[config.mk]
export PLATFORM = sky130hd
export DESIGN_NAME = div_issue_ctrl
export DESIGN_NICKNAME = d
export VERILOG_FILES = /design/src/rtl/div_issue_ctrl_pkg.sv /design/src/rtl/div_zero_fixup.sv /design/src/rtl/div_issue_ctrl.sv
export SDC_FILE = /design/constraint.sdc
export NUM_CORES = 1
export LEC_CHECK = 0
export ABC_AREA = 0
export CAP_MARGIN = 25
export CORE_AREA = 2 2 118 120
export CTS_BUF_LIST = sky130_fd_sc_hd__clkbuf_8
export CTS_CLUSTER_SIZE = 16
export DETAILED_ROUTE_END_ITERATION = 12
export DIE_AREA = 0 0 120 122
export HOLD_SLACK_MARGIN = 0.08
export PLACE_DENSITY = 0.64
export SETUP_SLACK_MARGIN = 0.3
export SLEW_MARGIN = 0
export SYNTH_ARGS = -nofsm -noshare
export SYNTH_HDL_FRONTEND = slang
export SYNTH_SLANG_ARGS = --single-unit
[constraint.sdc]
create_clock -name clk -period 1.7 [get_ports clk]
set_input_delay 0.51 -clock clk [delete_from_list [all_inputs] [get_ports clk]]
set_output_delay 0.51 -clock clk [all_outputs]
set_load 0.05 [all_outputs]
[src/rtl/div_issue_ctrl_pkg.sv]
`default_nettype none
// ============================================================================
// Module   : div_issue_ctrl_pkg
// Purpose  : Shared types and constants for the divider issue controller.
//            state_t     - controller states
//            OP_UNSIGNED - op bit selecting the unsigned divider IP
//            OP_MOD      - op bit selecting remainder instead of quotient
// Revision : 1.0 - initial release
// ============================================================================
package div_issue_ctrl_pkg;

  typedef enum logic [2:0] {
    ST_IDLE  = 3'd0,
    ST_ISSUE = 3'd1,
    ST_WAIT  = 3'd2,
    ST_DONE  = 3'd3,
    ST_DRAIN = 3'd4
  } state_t;

  localparam int OP_UNSIGNED = 1;
  localparam int OP_MOD      = 0;

endpackage
`default_nettype wire

[src/rtl/div_zero_fixup.sv]
`default_nettype none
// ============================================================================
// Module   : div_zero_fixup
// Purpose  : Combinational zero-divisor detect and architectural fixup value.
//            Only instantiated when DIV_ZERO_FIXUP_EN is defined.
// Ports    : src1      in  W - dividend
//            src2      in  W - divisor
//            is_mod    in  1 - operation is a remainder
//            is_zero   out 1 - divisor is zero
//            fix_value out W - all-ones for a quotient, dividend for a remainder
// Revision : 1.0 - initial release
// ============================================================================
module div_zero_fixup #(
  parameter int W = 32
) (
  input  logic [W-1:0] src1,
  input  logic [W-1:0] src2,
  input  logic         is_mod,
  output logic         is_zero,
  output logic [W-1:0] fix_value
);

  assign is_zero   = (src2 == '0);
  assign fix_value = is_mod ? src1 : '1;

endmodule
`default_nettype wire

[src/rtl/div_issue_ctrl.sv]
`default_nettype none
// ============================================================================
// Module   : div_issue_ctrl
// Purpose  : Sequences one div/mod operation at a time onto the signed or
//            unsigned pipelined divider IP, holds the result for EXE until it
//            advances, and drains in-flight IP results after a flush so a
//            stale result is never returned to a later instruction.
// Config   : DIV_ZERO_FIXUP_EN - zero divisors bypass the IP and complete the
//            next cycle with all-ones (div) or the dividend (mod).
// Ports    : clk, reset (sync, active-high), flush
//            op_valid/op/src1/src2/es_advance - EXE request side
//            ready_go/result                  - EXE response side
//            div_src1/div_src2                - shared IP operand tdata
//            sdiv_* / udiv_*                  - signed / unsigned IP handshake
// Revision : 1.0 - initial release
// ============================================================================
module div_issue_ctrl
  import div_issue_ctrl_pkg::*;
#(
  parameter int W = 32
) (
  input  logic           clk,
  input  logic           reset,
  input  logic           flush,
  input  logic           op_valid,
  input  logic [1:0]     op,
  input  logic [W-1:0]   src1,
  input  logic [W-1:0]   src2,
  input  logic           es_advance,
  output logic           ready_go,
  output logic [W-1:0]   result,
  output logic [W-1:0]   div_src1,
  output logic [W-1:0]   div_src2,
  output logic           sdiv_tvalid,
  input  logic           sdiv_tready,
  input  logic           sdiv_dout_valid,
  input  logic [2*W-1:0] sdiv_dout,
  output logic           udiv_tvalid,
  input  logic           udiv_tready,
  input  logic           udiv_dout_valid,
  input  logic [2*W-1:0] udiv_dout
);

  state_t         state, state_nx;
  logic [1:0]     op_r, op_nx;
  logic [W-1:0]   result_r, result_nx;
  // A flush seen in ISSUE before the IP accepted the operands; tvalid must
  // stay up, so the cancel is remembered and applied on acceptance.
  logic           cancel_r, cancel_nx;

  logic           sel_uns;
  logic           sel_tready;
  logic           sel_dout_valid;
  logic [2*W-1:0] sel_dout;
  logic [W-1:0]   sel_half;
  logic           zero_hit;
  logic [W-1:0]   zero_value;

  assign sel_uns        = op_r[OP_UNSIGNED];
  assign sel_tready     = sel_uns ? udiv_tready     : sdiv_tready;
  assign sel_dout_valid = sel_uns ? udiv_dout_valid : sdiv_dout_valid;
  assign sel_dout       = sel_uns ? udiv_dout       : sdiv_dout;
  // IP packs quotient in the upper half, remainder in the lower half.
  assign sel_half       = op_r[OP_MOD] ? sel_dout[W-1:0] : sel_dout[2*W-1:W];

`ifdef DIV_ZERO_FIXUP_EN
  div_zero_fixup #(
    .W(W)
  ) u_div_zero_fixup (
    .src1      (src1),
    .src2      (src2),
    .is_mod    (op[OP_MOD]),
    .is_zero   (zero_hit),
    .fix_value (zero_value)
  );
`else
  assign zero_hit   = 1'b0;
  assign zero_value = '0;
`endif

  always_ff @(posedge clk) begin
    if (reset) begin
      state    <= ST_IDLE;
      op_r     <= '0;
      result_r <= '0;
      cancel_r <= 1'b0;
    end else begin
      state    <= state_nx;
      op_r     <= op_nx;
      result_r <= result_nx;
      cancel_r <= cancel_nx;
    end
  end

  always_comb begin
    state_nx  = state;
    op_nx     = op_r;
    result_nx = result_r;
    cancel_nx = cancel_r;
    case (state)
      ST_IDLE: begin
        if (op_valid && !flush) begin
          op_nx     = op;
          cancel_nx = 1'b0;
          if (zero_hit) begin
            result_nx = zero_value;
            state_nx  = ST_DONE;
          end else begin
            state_nx  = ST_ISSUE;
          end
        end
      end
      ST_ISSUE: begin
        if (sel_tready) begin
          state_nx = (cancel_r || flush) ? ST_DRAIN : ST_WAIT;
        end else if (flush) begin
          cancel_nx = 1'b1;
        end
      end
      ST_WAIT: begin
        if (sel_dout_valid) begin
          if (flush) begin
            state_nx = ST_IDLE;
          end else begin
            result_nx = sel_half;
            state_nx  = ST_DONE;
          end
        end else if (flush) begin
          state_nx = ST_DRAIN;
        end
      end
      ST_DONE: begin
        if (es_advance || flush) begin
          state_nx = ST_IDLE;
        end
      end
      ST_DRAIN: begin
        if (sel_dout_valid) begin
          state_nx = ST_IDLE;
        end
      end
      default: state_nx = ST_IDLE;
    endcase
  end

  // Operands are not latched: EXE holds src1/src2 until es_advance.
  assign div_src1    = src1;
  assign div_src2    = src2;
  assign sdiv_tvalid = (state == ST_ISSUE) && !sel_uns;
  assign udiv_tvalid = (state == ST_ISSUE) &&  sel_uns;
  assign ready_go    = (state == ST_DONE);
  assign result      = ready_go ? result_r : '0;

endmodule
`default_nettype wire

==> flow_summary.yaml, run 1 <==
clocking:
  clk_latency_ns: 0.30
  numCtsBuffers: 5
  root_buffer: "clkbuf_8"
  h-tree-depth: 2
  cts_hold_buf: 0
  clk_pin_slew_ns: 0.09
  cts_tree: "built"
  clock-sinks: 38
  cts_buffer_depth: 2
cells_and_area:
  final_common_cell: "clkdlybuf4s50_1"
  final_util: 0.448
  fin_area_sq_um: 6040
  final_nets: 669
  num_antenna_cells: 0
  layout.cells.non_filler: 647
  fillCellCount: 1281
  drive_gt1_frac: 0.559
  mostFrequentLayoutCells: "clkdlybuf4s50_1, buf_12, dfxtp_1"
  area_delta_synth_final_pct: 108
run_status:
  outcome: "complete, but fails checks"
  violations: "setup timing"
timing:
  slew_violations: 0
  max_slew_margin: 0.746
  rsz0062_at_grt: "true"
  hold_viol: 0
  period_share: 1.13
  setup_ws_ns: -0.213
  fmax_mhz: 523
  tightest_slew_ns: 0.381
  skew_ns: 0.00812
  holdWs_ns: 0.456
  tns_ns: -6.99
  final-setup-viol-count: 35
  period_needed_ns: 1.91
setup_path:
  start_kind: "flip-flop"
  crit_slowest_cell: "dfxtp_4"
  cp_cell_sequence: "nand2_4 -> nor2_4 -> buf_4 -> buf_16 -> and2_4 -> buf_12"
  worstSetupEndpointType: "output port"
  worstPathArrival_ns: 1.40
  path_class: "flip-flop to output port"
  critPathMaxFanout: 9
  critPathMaxStageDelay_ns: 0.38
  worstPathRequired_ns: 1.19
drt:
  post_drt_wl_per_cell_microns: 17.9
  first_pass_iters: 4
  vias: 2909
  dr.first_iter.drc_count: 67
  via_per_inst: 4.50
  drc: 0
  postRouteAntennaNets: 0
  wirelength_microns: 11600
placed_design:
  placed_area_sq_um: 4940
  io_buffers: 173
  dpl.cell_count: 604
  dpl.hpwl_microns: 7660
  gp_congestion: 0.674
  place_ws_ns: -0.230
floorplanning:
  die_area_sq_um: 14600
  coreArea_sq_um: 13500
  die_width_microns: 120
  start_util: 0.215
  die_h_microns: 122
  ios: 302
  fp-row-count: 43
power_and_ir_drop:
  p_switching_mw: 0.613
  fin_total_pwr_mw: 2.48
  power.density_nw_per_um2: 411
  p_seq_frac: 0.367
  netSwitchingFraction: 0.247
  p_leak_nw: 2.15
  combPwrFrac: 0.313
  ir_worst_vdd_mv: 0.273
  clock_power_share: 0.320
  p_int_mw: 1.87
global_route:
  grt_max_degree: 34
  grt_pass1_vias: 3203
  grt_overflow: 0
  antenna_found_initial: 0
  grt_usage: 0.152
  grt_pass1_wl_microns: 16900
logic_synthesis:
  synth_area_leader_cell: "dfxtp_1"
  synthSimpleGateAreaFrac: 0.191
  yosysUniqueCellTypes: 28
  synth_cells: 320
  netlist_area_sq_um: 2910
  synth_seq_area_share: 0.262
  syn-num-nets: 523
  synth_top_family_by_area: "multiplexers"
  synthAdderAreaFrac: 0
  synth_xor_area_frac: 0
  ys_warn_count: 0
  synthMuxAreaShare: 0.259
  synthDominantCellAreaShare: 0.262
  synth_area_leaders: "dfxtp_1, mux4_2, buf_4"
  avgSynthCellArea_sq_um: 9.08
  synth_compound_area_frac: 0.0861
  ys_seq_elements: 38
hold_path:
  min_path_type: "flip-flop to flip-flop"
flow_run:
  maxCapViolations: 0
routing by layer:
metal  up-vias  track usage  wire length, microns
li1       1335            -                     -
met1      1377        0.163                  4200
met2       165        0.275                  6020
met3        32       0.0548                  1030
met4         0       0.0588                   301
met5         -            0                     0
registers in the layout (all words and copies together), names as in the netlist:
register	flops
state	3
op_r	2
cancel_r	1
result_r	32
worst max-delay path, delay by kind of cell (launching register included):
family / cells / cell delay [ns]
AND/OR/NAND/NOR: 3 / 0.33
buffers and inverters: 3 / 0.40
flip-flops: 1 / 0.38
cells in the mapped netlist (all sizes together):
library cell and n:
nand2 65, a21oi 35, o211ai 1, nand2b 1, dfxtp 38, nand3 2, o22ai 1, or3b 1
and2 32, nand3b 1, nor2 9, nor3 2, clkbuf 14, mux2i 2, o21ai 1, inv 1
a2111o 1, mux2 1, a311oi 1, nor2b 2, nand4b 1, mux4 32, a211oi 1, and4b 1
a31oi 1, buf 73
path summary, 6_finish.rpt:
check	startpoint	to	slack, ns	cells past startpoint
worst max register to register	op_r[1]$_SDFFE_PP0P_	result_r[28]$_SDFFE_PP0P_	0.10	8
worst min-delay path	result_r[31]$_SDFFE_PP0P_	result_r[31]$_SDFFE_PP0P_	0.46	2
worst min register to register	result_r[31]$_SDFFE_PP0P_	result_r[31]$_SDFFE_PP0P_	0.46	2
worst max-delay path	state[0]$_SDFFE_PP0P_	result[28]	-0.21	6
layout make-up:
cell class | instances | area, sq um | share of cell area
Clock inverter | 3 | 45.0 | 0.00745
Inverter | 1 | 3.75 | 0.000621
Multi-Input combinational cell | 194 | 2060 | 0.341
Tap cell | 180 | 225 | 0.0373
Timing Repair Buffer | 226 | 2860 | 0.474
Clock buffer | 5 | 68.8 | 0.0114
Sequential cell | 38 | 774 | 0.128
power by group through the flow:
stage | registers, mW | logic, mW | clock network (mW)
2_1_floorplan | 0.929 | 0.660 | 0
3_3_place_gp | 0.934 | 0.626 | 0
3_5_place_dp | 0.935 | 0.634 | 0
4_1_cts | 0.909 | 0.755 | 0.833
5_1_grt | 0.913 | 0.820 | 0.863
6_report | 0.911 | 0.776 | 0.795
logic make-up after synthesis:
kind of cell,Yosys count
flip-flops,38
buffers and inverters,88
AND/OR/NAND/NOR,117
multiplexers,35
AO/OA/AOI/OAI,42
repair_timing:
action / 4_1_cts / 5_1_grt
resized for setup: 95 / 65
cloned: 11 / 1
pin swaps: 58 / 34
buffers inserted: 21 / 2
endpoints found under the setup margin: 72 / 73
Note: power is estimated with default switching activity, not from simulation.
==> run 2, diff against run 1 <==
- clock period: 1.7 -> 1.9 ns (I/O delays scaled with it)
==> flow_summary.yaml, run 2 (synthesized netlist as in run 1, its figures left out) <==
run_status:
  outcome: "complete, but fails checks"
  violations: "setup timing"
setup_path:
  worstSetupEndpointType: "output port"
  reg2reg_from: "state[2]$_SDFFE_PP0P_"
  worstPathArrival_ns: 1.38
  critPathLaunch: "state[0]$_SDFFE_PP0P_"
  critPathMaxFanout: 10
  critical_path.endpoint: "result[28]"
  worstPathRequired_ns: 1.33
  timing.rr.end: "cancel_r$_SDFFE_PP0P_"
  path_class: "flip-flop to output port"
  start_kind: "flip-flop"
  r2r_cells: 5
  r2r_slack_ns: 0.25
floorplanning:
  coreArea_sq_um: 13500
  die_h_microns: 122
  ios: 302
  start_util: 0.215
  die_area_sq_um: 14600
  die_width_microns: 120
  fp-row-count: 43
cells_and_area:
  final_util: 0.408
  num_antenna_cells: 0
  fin_area_sq_um: 5510
  final_common_cell: "clkdlybuf4s50_1"
  drive_gt1_frac: 0.410
  reg_top3: "result_r (32), state (3), op_r (2)"
  fillCellCount: 1305
  final_nets: 653
  mostFrequentLayoutCells: "clkdlybuf4s50_1, nand2_1, buf_12, dfxtp_1"
  max_flop_register: "result_r"
  seq_area_sq_um: 777
  layout.cells.non_filler: 631
  largest_reg_flops: 32
  area_delta_synth_final_pct: 89.7
  multi_input_area_sq_um: 1760
drt:
  vias: 2865
  post_drt_wl_per_cell_microns: 17.8
  drc: 0
  first_pass_iters: 4
  wirelength_microns: 11200
  postRouteAntennaNets: 0
  via_per_inst: 4.54
  dr.first_iter.drc_count: 73
timing:
  rsz0062_at_grt: "true"
  max_slew_margin: 0.731
  period_needed_ns: 1.95
  slew_violations: 0
  fmax_mhz: 512
  setup_ws_ns: -0.0543
  tightest_slew_ns: 0.403
  period_share: 1.03
  holdWs_ns: 0.458
  final-setup-viol-count: 35
  hold_viol: 0
  skew_ns: 0.00546
hold_path:
  min_path_type: "flip-flop to flip-flop"
flow_run:
  maxCapViolations: 0
global_route:
  grt_pass1_wl_microns: 16000
  grt_overflow: 0
  antenna_found_initial: 0
  grt_usage: 0.146
  grt_max_degree: 24
  grt_pass1_vias: 3016
clocking:
  cts_tree: "built"
  cts_hold_buf: 0
  clk_pin_slew_ns: 0.08
  cts_buffer_depth: 2
  h-tree-depth: 2
  root_buffer: "clkbuf_8"
  clk_latency_ns: 0.29
  clock-sinks: 38
  numCtsBuffers: 5
placed_design:
  io_buffers: 173
  dpl.hpwl_microns: 7820
  gp_congestion: 0.691
  dpl.cell_count: 600
  placed_area_sq_um: 4900
power_and_ir_drop:
  fin_total_pwr_mw: 2.12
  power.density_nw_per_um2: 384
  p_leak_nw: 1.95
  ir_worst_vdd_mv: 0.221
## run 2: cell types whose count changed in the layout (fill, tap and decap cells not counted), sizes merged
cell           before  now
buf                88   70
clkbuf              6    8
clkdlybuf4s15       2    1
clkdlybuf4s50     132  134
clkinv              0    2
clkinvlp            2    0
dlygate4sd2         3    2
## run 2: how the worst min path moves through the flow
stage / from / end / slack, ns / depth (start not counted)
2_1_floorplan: result_r[0]$_SDFFE_PP0P_ / result_r[0]$_SDFFE_PP0P_ / 0.43 / 2
3_3_place_gp: result_r[0]$_SDFFE_PP0P_ / result_r[0]$_SDFFE_PP0P_ / 0.44 / 2
3_5_place_dp: result_r[5]$_SDFFE_PP0P_ / result_r[5]$_SDFFE_PP0P_ / 0.45 / 2
4_1_cts: result_r[5]$_SDFFE_PP0P_ / result_r[5]$_SDFFE_PP0P_ / 0.46 / 2
5_1_grt: result_r[5]$_SDFFE_PP0P_ / result_r[5]$_SDFFE_PP0P_ / 0.48 / 2
6_report: result_r[19]$_SDFFE_PP0P_ / result_r[19]$_SDFFE_PP0P_ / 0.46 / 2
## run 2: final cells by class
type	count	area share
Clock buffer	5	0.0125
Multi-Input combinational cell	194	0.318
Clock inverter	3	0.00726
Timing Repair Buffer	210	0.479
Sequential cell	38	0.141
Tap cell	180	0.0409
Inverter	1	0.000681
## run 2: report_power, final
part	leakage (nW)	internal [mW]	switching (mW)
Combinational	1.58	0.429	0.176
Clock	0.0579	0.387	0.308
Sequential	0.310	0.803	0.0150
Total	1.95	1.62	0.499
## run 2: routing by layer
| metal | wire length [microns] | global-route usage | up-vias | part of all wire |
|---|---|---|---|---|
| met4 | 223 | 0.0434 | 0 | 0.020 |
| met5 | 0 | 0 | - | 0 |
| met3 | 816 | 0.0473 | 27 | 0.073 |
| met1 | 4370 | 0.164 | 1382 | 0.39 |
| li1 | - | - | 1301 | - |
| met2 | 5800 | 0.262 | 155 | 0.52 |
## run 2: repair_timing
| action | 4_1_cts | 5_1_grt |
|---|---|---|
| resized for setup | 27 | 33 |
| buffers inserted | 8 | 6 |
| endpoints found under the setup margin | 72 | 69 |
| hold endpoints to repair | 0 | 0 |
| cloned | 6 | 3 |
| pin swaps | 6 | 20 |
## run 2: critical path, cell delays in order (launching register included)
cell     delay, ns
dfxtp_4       0.38
nand2_4       0.06
nor2_4        0.10
buf_4         0.15
buf_16        0.13
and2_4        0.15
buf_12        0.13
## run 2: per-stage QoR
| stage | worst slack [ns] | TNS (ns) |
|---|---|---|
| detailed placement | -0.143 | -3.97 |
| global route | -0.114 | -3.41 |
| finish | -0.0543 | -1.51 |
| global placement | -0.0769 | -1.87 |
| CTS | -0.0809 | -2.23 |
| floorplan | 0.201 | 0 |
==> run 3, diff against run 2 <==
- CORE_AREA: 2 2 118 120 -> 3 3 115 117
- DIE_AREA: 0 0 120 122 -> 0 0 118 120
- PLACE_DENSITY: 0.64 -> 0.68
==> flow_summary.yaml, run 3 (synthesized netlist as in run 1, its figures left out) <==
run_status:
  outcome: "complete, but fails checks"
  violations: "setup timing"
global_route:
  antenna_found_initial: 0
  grt_usage: 0.142
  grt_pass1_vias: 2983
  grt_max_degree: 29
  grt_pass1_wl_microns: 15800
  grt_overflow: 0
drt:
  first_pass_iters: 4
  postRouteAntennaNets: 0
  drc: 0
  dr.first_iter.drc_count: 89
  via_per_inst: 4.49
  post_drt_wl_per_cell_microns: 16.7
  vias: 2741
  wirelength_microns: 10200
clocking:
  numCtsBuffers: 5
  cts_buffer_depth: 2
  clk_pin_slew_ns: 0.08
  root_buffer: "clkbuf_8"
  cts_tree: "built"
  h-tree-depth: 2
  clock-sinks: 38
  clk_latency_ns: 0.29
timing:
  hold_viol: 0
  period_share: 1.01
  setup_ws_ns: -0.0233
  tightest_slew_ns: 0.408
  fmax_mhz: 520
  skew_ns: 0.00341
  final-setup-viol-count: 5
  period_needed_ns: 1.92
  rsz0062_at_grt: "true"
  slew_violations: 0
  max_slew_margin: 0.728
cells_and_area:
  final_common_cell: "clkdlybuf4s50_1"
  drive_gt1_frac: 0.345
  largest_reg_flops: 32
  max_flop_register: "result_r"
  fillCellCount: 1214
  num_antenna_cells: 0
  mostFrequentLayoutCells: "clkdlybuf4s50_1, nand2_1, buf_12, a21oi_1, dfxtp_1"
  final_util: 0.415
  reg_top3: "result_r (32), state (3), op_r (2)"
  seq_area_sq_um: 774
  area_delta_synth_final_pct: 78.1
  multi_input_area_sq_um: 1690
  final_nets: 640
placed_design:
  io_buffers: 173
  gp_congestion: 0.723
  dpl.hpwl_microns: 8210
power_and_ir_drop:
  ir_worst_vdd_mv: 0.217
  fin_total_pwr_mw: 1.98
  power.density_nw_per_um2: 382
  p_leak_nw: 1.82
setup_path:
  worstPathRequired_ns: 1.33
  worstSetupEndpointType: "output port"
  critPathMaxFanout: 3
  critPathMaxStageDelay_ns: 0.43
  worstPathArrival_ns: 1.35
  critPathLaunch: "state[0]$_SDFFE_PP0P_"
  path_class: "flip-flop to output port"
  start_kind: "flip-flop"
  cp_cell_sequence: "or3b_4 -> nor2_4 -> buf_12"
  reg2reg_from: "state[0]$_SDFFE_PP0P_"
  crit_slowest_cell: "or3b_4"
floorplanning:
  die_width_microns: 118
  ios: 302
  die_h_microns: 120
  fp-row-count: 41
  die_area_sq_um: 14200
  coreArea_sq_um: 12500
  start_util: 0.233
hold_path:
  min_path_type: "flip-flop to flip-flop"
  worstHoldStart: "result_r[12]$_SDFFE_PP0P_"
flow_run:
  maxCapViolations: 0
## run 3: area by class of cell
| class | instances | share of cell area |
|---|---|---|
| repair buffers | 197 | 0.462 |
| multi-input cells | 194 | 0.327 |
| flip-flops and latches | 38 | 0.150 |
| well taps | 172 | 0.0416 |
| clock buffers | 6 | 0.0160 |
| clock inverters | 2 | 0.00242 |
| inverters | 1 | 0.000725 |
## run 3: path summary, 6_finish.rpt
path                                to  slack (ns)  depth (start not counted)
max reg2reg      cancel_r$_SDFFE_PP0P_        0.35                          5
min reg2reg  result_r[12]$_SDFFE_PP0P_        0.46                          2
min          result_r[12]$_SDFFE_PP0P_        0.46                          2
max                        udiv_tvalid       -0.02                          3
## run 3: metrics by stage
step                cell area (sq um)  setup TNS [ns]  hold WS [ns]  setup slack (ns)  cells
floorplan                        3060               0         0.432             0.201    320
global placement                 4920           -2.28         0.441            -0.102    593
detailed placement               4920           -3.67         0.449            -0.131    593
CTS                              5160          -0.662         0.459           -0.0464    609
global route                     5180           -1.95         0.481           -0.0809    610
finish                           5180         -0.0573         0.458           -0.0233    610
## run 3: worst max-delay path, delay by kind of cell (launching register included)
family	cells	cell delay, ns
buffers and inverters	1	0.14
DFF	1	0.37
and+or+nand+nor	2	0.56
## run 3: report_power, final
group | internal [mW] | switching (mW) | total, mW
combinational | 0.410 | 0.170 | 0.580
sequential | 0.804 | 0.0127 | 0.817
clock | 0.292 | 0.291 | 0.583
total | 1.51 | 0.473 | 1.98
## run 3: what timing repair did
action / 4_1_cts / 5_1_grt
pin swaps: 6 / 4
endpoints found under the setup margin: 72 / 59
buffers inserted: 6 / 1
gates resized for setup: 17 / 6
hold buffers: 0 / 0
cloned: 2 / 0
## run 3: metal layers
layer  vias to the layer above  track usage  share of wire
met3                        34       0.0485          0.081
met1                      1284        0.147           0.35
met5                         -            0              0
li1                       1270            -              -
met2                       153        0.267           0.55
met4                         0       0.0491          0.023
